[config.mk]
export PLATFORM = sky130hd
export DESIGN_NAME = checker_table
export DESIGN_NICKNAME = d
export VERILOG_FILES = /design/src/rtl/checker_pkg.sv /design/src/rtl/checker_table.sv
export SDC_FILE = /design/constraint.sdc
export NUM_CORES = 1
export LEC_CHECK = 0
export BUFFER_PORTS_ARGS = -buffer_cell sky130_fd_sc_hd__clkbuf_2
export CAP_MARGIN = 40
export CORE_MARGIN = 2
export CORE_UTILIZATION = 25
export DETAILED_ROUTE_END_ITERATION = 12
export GPL_TIMING_DRIVEN = 0
export PLACE_DENSITY = 0.45
export SKIP_CTS_REPAIR_TIMING = 1
export SLEW_MARGIN = 0
export SYNTH_ARGS = -nofsm -noshare
export SYNTH_HDL_FRONTEND = slang
export SYNTH_SLANG_ARGS = --single-unit
[constraint.sdc]
create_clock -name clk -period 5.6 [get_ports clk]
set_clock_uncertainty 0.1 [all_clocks]
set_input_delay 1.12 -clock clk [delete_from_list [all_inputs] [get_ports clk]]
set_output_delay 1.12 -clock clk [all_outputs]
set_load 0.1 [all_outputs]
[src/rtl/checker_pkg.sv]
// Shared types for the ALU result checker: FSM states, expected-entry layout, verdicts.
package checker_pkg;

  localparam int unsigned ENTRY_DATA_W = 32;
  localparam int unsigned ENTRY_FLAG_W = 4;

  typedef enum logic [1:0] {
    IDLE,
    RUN,
    DONE
  } chk_state_t;

  typedef struct packed {
    logic [ENTRY_DATA_W-1:0] result;
    logic [ENTRY_FLAG_W-1:0] flags;
    logic [ENTRY_FLAG_W-1:0] fmask;
  } exp_entry_t;

  localparam int unsigned ENTRY_W = $bits(exp_entry_t);

  typedef enum logic [1:0] {
    VERDICT_NONE,
    VERDICT_PASS,
    VERDICT_FAIL,
    VERDICT_TIMEOUT
  } verdict_t;

endpackage

[src/rtl/checker_table.sv]
// Expected-value register file: one synchronous write port, one asynchronous read port.
module checker_table
  import checker_pkg::*;
#(
  parameter int unsigned DEPTH = 8
) (
  input  logic                     clk,
  input  logic                     wr_en,
  input  logic [$clog2(DEPTH)-1:0] wr_addr,
  input  logic [ENTRY_W-1:0]       wr_data,
  input  logic [$clog2(DEPTH)-1:0] rd_addr,
  output logic [ENTRY_W-1:0]       rd_data
);

  // Contents are intentionally left unreset; software reloads them before each run.
  exp_entry_t mem [DEPTH];

  always_ff @(posedge clk) begin
    if (wr_en) mem[wr_addr] <= exp_entry_t'(wr_data);
  end

  assign rd_data = mem[rd_addr];

endmodule

==> impl_metrics.json <==
{
  "route.vias.total": 5430,
  "ant_nets": 0,
  "io_buffers": 84,
  "rsz0062_at_grt": "false",
  "grt_max_degree": 19,
  "max_freq_ghz": 0.226,
  "slew_viol_final": 0,
  "synth_nets": 523,
  "grt_pass1_wl_microns": 39700,
  "yosysTopAreaCell": "edfxtp_1",
  "netlist_area_sq_um": 12400,
  "p_per_area_nw_per_um2": 359,
  "met3_usage": 0.0275,
  "synth_area_per_cell_sq_um": 26.0,
  "final_common_cell": "edfxtp_1",
  "numCtsBuffers": 35,
  "syn_inst": 475,
  "tightest_slew_ps": 856,
  "regMostFlops": "mem",
  "antenna_found_initial": 3,
  "fin_crit_ps": 4430,
  "cp_max_fo": 10,
  "clk_path_buf_depth": 3,
  "crit_path_end_kind": "output pin",
  "globalRouteTotalUtil": 0.110,
  "cts-htree-levels": 2,
  "ys_warn_count": 0,
  "synth_top_family_by_area": "multiplexers",
  "core_area_sq_um": 48800,
  "crit_type": "input pin to output pin",
  "yosys.area.top_type_share": 0.777,
  "hold_class": "input pin to register",
  "synth_fa_ha_area_frac": 0,
  "syn2layout_area_growth_pct": 22.8,
  "yosys.area_share.simple": 0.00475,
  "first_iter_violations": 359,
  "synth-xor-area-share": 0,
  "cts_tree": "built",
  "largest_reg_flops": 320,
  "root_buffer": "clkbuf_16",
  "cts.sinks": 320,
  "wl_per_cell_microns": 21.3,
  "drcViolationCount": 0,
  "use_met1": 0.151,
  "hold_viol": 0,
  "setup_viol": 0,
  "layout.nets": 668,
  "multiInputGateArea_sq_um": 2670,
  "final_cell_mix": "320 x edfxtp_1, 84 x clkbuf_2, 80 x mux4_1",
  "post-route-util": 0.311,
  "path_clk_slew_ps": 60,
  "muxShareOfSynthArea": 0.206,
  "rows": 81,
  "gr-total-overflow": 0,
  "synth_compound_area_frac": 0,
  "final.fill_count": 4732,
  "peakVddDrop_uv": 177,
  "vias_per_cell": 4.14,
  "power_leakage_uw": 0.00508,
  "arrival_ps": 3210,
  "drv_cap": 0,
  "die_y_microns": 226,
  "top_regs": "mem x320",
  "totalWireLength_microns": 27900,
  "place.detailed.hpwl_microns": 17900,
  "grt_pass1_vias": 5751,
  "initial_utilization": 0.253,
  "dieArea_sq_um": 51300,
  "synth_cell_types": 9,
  "synth_seq_area_share": 0.777,
  "fp.dieW_microns": 226,
  "grt_use_met2": 0.177,
  "total_power_uw": 5460,
  "synth_area_leaders": "edfxtp_1 78%, mux4_1 17%, mux2_2 3.6%, buf_6 0.82%, clkbuf_1 0.39%",
  "synth-seq-cells": 320,
  "regArea_sq_um": 9610,
  "fin_crit_sh": 0.792,
  "busiest_layer": "met2",
  "first_pass_iters": 4,
  "drive_gt1_frac": 0.332,
  "pin_count": 88,
  "cp_data_required_time_ps": 4380,
  "slew_headroom": 0.429,
  "gp_congestion": 0.639,
  "startpoint_type": "input pin",
  "status": "finished, final reports clean"
}
## cells by family (layout without fill, tap and decap cells)
kind of cell | after synthesis | after routing
and+or+nand+nor | 13 | 13
muxes | 120 | 120
buffers and inverters | 22 | 192
other | 0 | 2
DFF | 320 | 320
## synthesized netlist by cell type (all sizes together)
cell type,instances
buf,9
edfxtp,320
nor2,6
mux4,80
nand2,2
mux2,40
nor3,2
nand2b,3
clkbuf,13
## metrics by stage
stage	instance area, sq um	cells	hold slack, ps	worst slack, ps	setup TNS (ps)
floorplan	12400	475	1120	971	0
global placement	13600	1223	1280	-2940	-302470
detailed placement	14100	1247	1300	1080	0
CTS	15200	1309	771	1090	0
global route	15200	1309	780	1040	0
finish	15200	1311	793	1170	0
## final cells by class
type	count	area share
well taps	664	0.0547
multi-input cells	133	0.175
flip-flops and latches	320	0.632
diodes	2	0.000329
repair buffers	108	0.0538
clock buffers	45	0.0629
plain buffers	22	0.00988
clock inverters	17	0.0105
## worst paths after layout
| check | startpoint | to | slack [ps] | cells past startpoint |
|---|---|---|---|---|
| max | rd_addr[2] | rd_data[36] | 1170 | 5 |
| min | wr_data[33] | mem[6][33] | 790 | 1 |
## routing by layer
layer	wire, microns	up-vias
met5	32	-
met4	399	4
met3	1590	35
met2	13100	123
met1	12800	2842
li1	-	2426
## where the power goes
| part | leakage [uW] | internal (uW) | switching (uW) |
|---|---|---|---|
| Clock | 0.000547 | 1340 | 855 |
| Sequential | 0.00291 | 2720 | 14.2 |
| Combinational | 0.00163 | 145 | 387 |
| Total | 0.00508 | 4210 | 1260 |
## worst max-delay path, cell delays in order
cell,delay [ps]
clkbuf_1,300
clkbuf_1,660
mux4_1,400
mux2_2,340
clkbuf_2,390
Note: power is estimated with default switching activity, not from simulation.
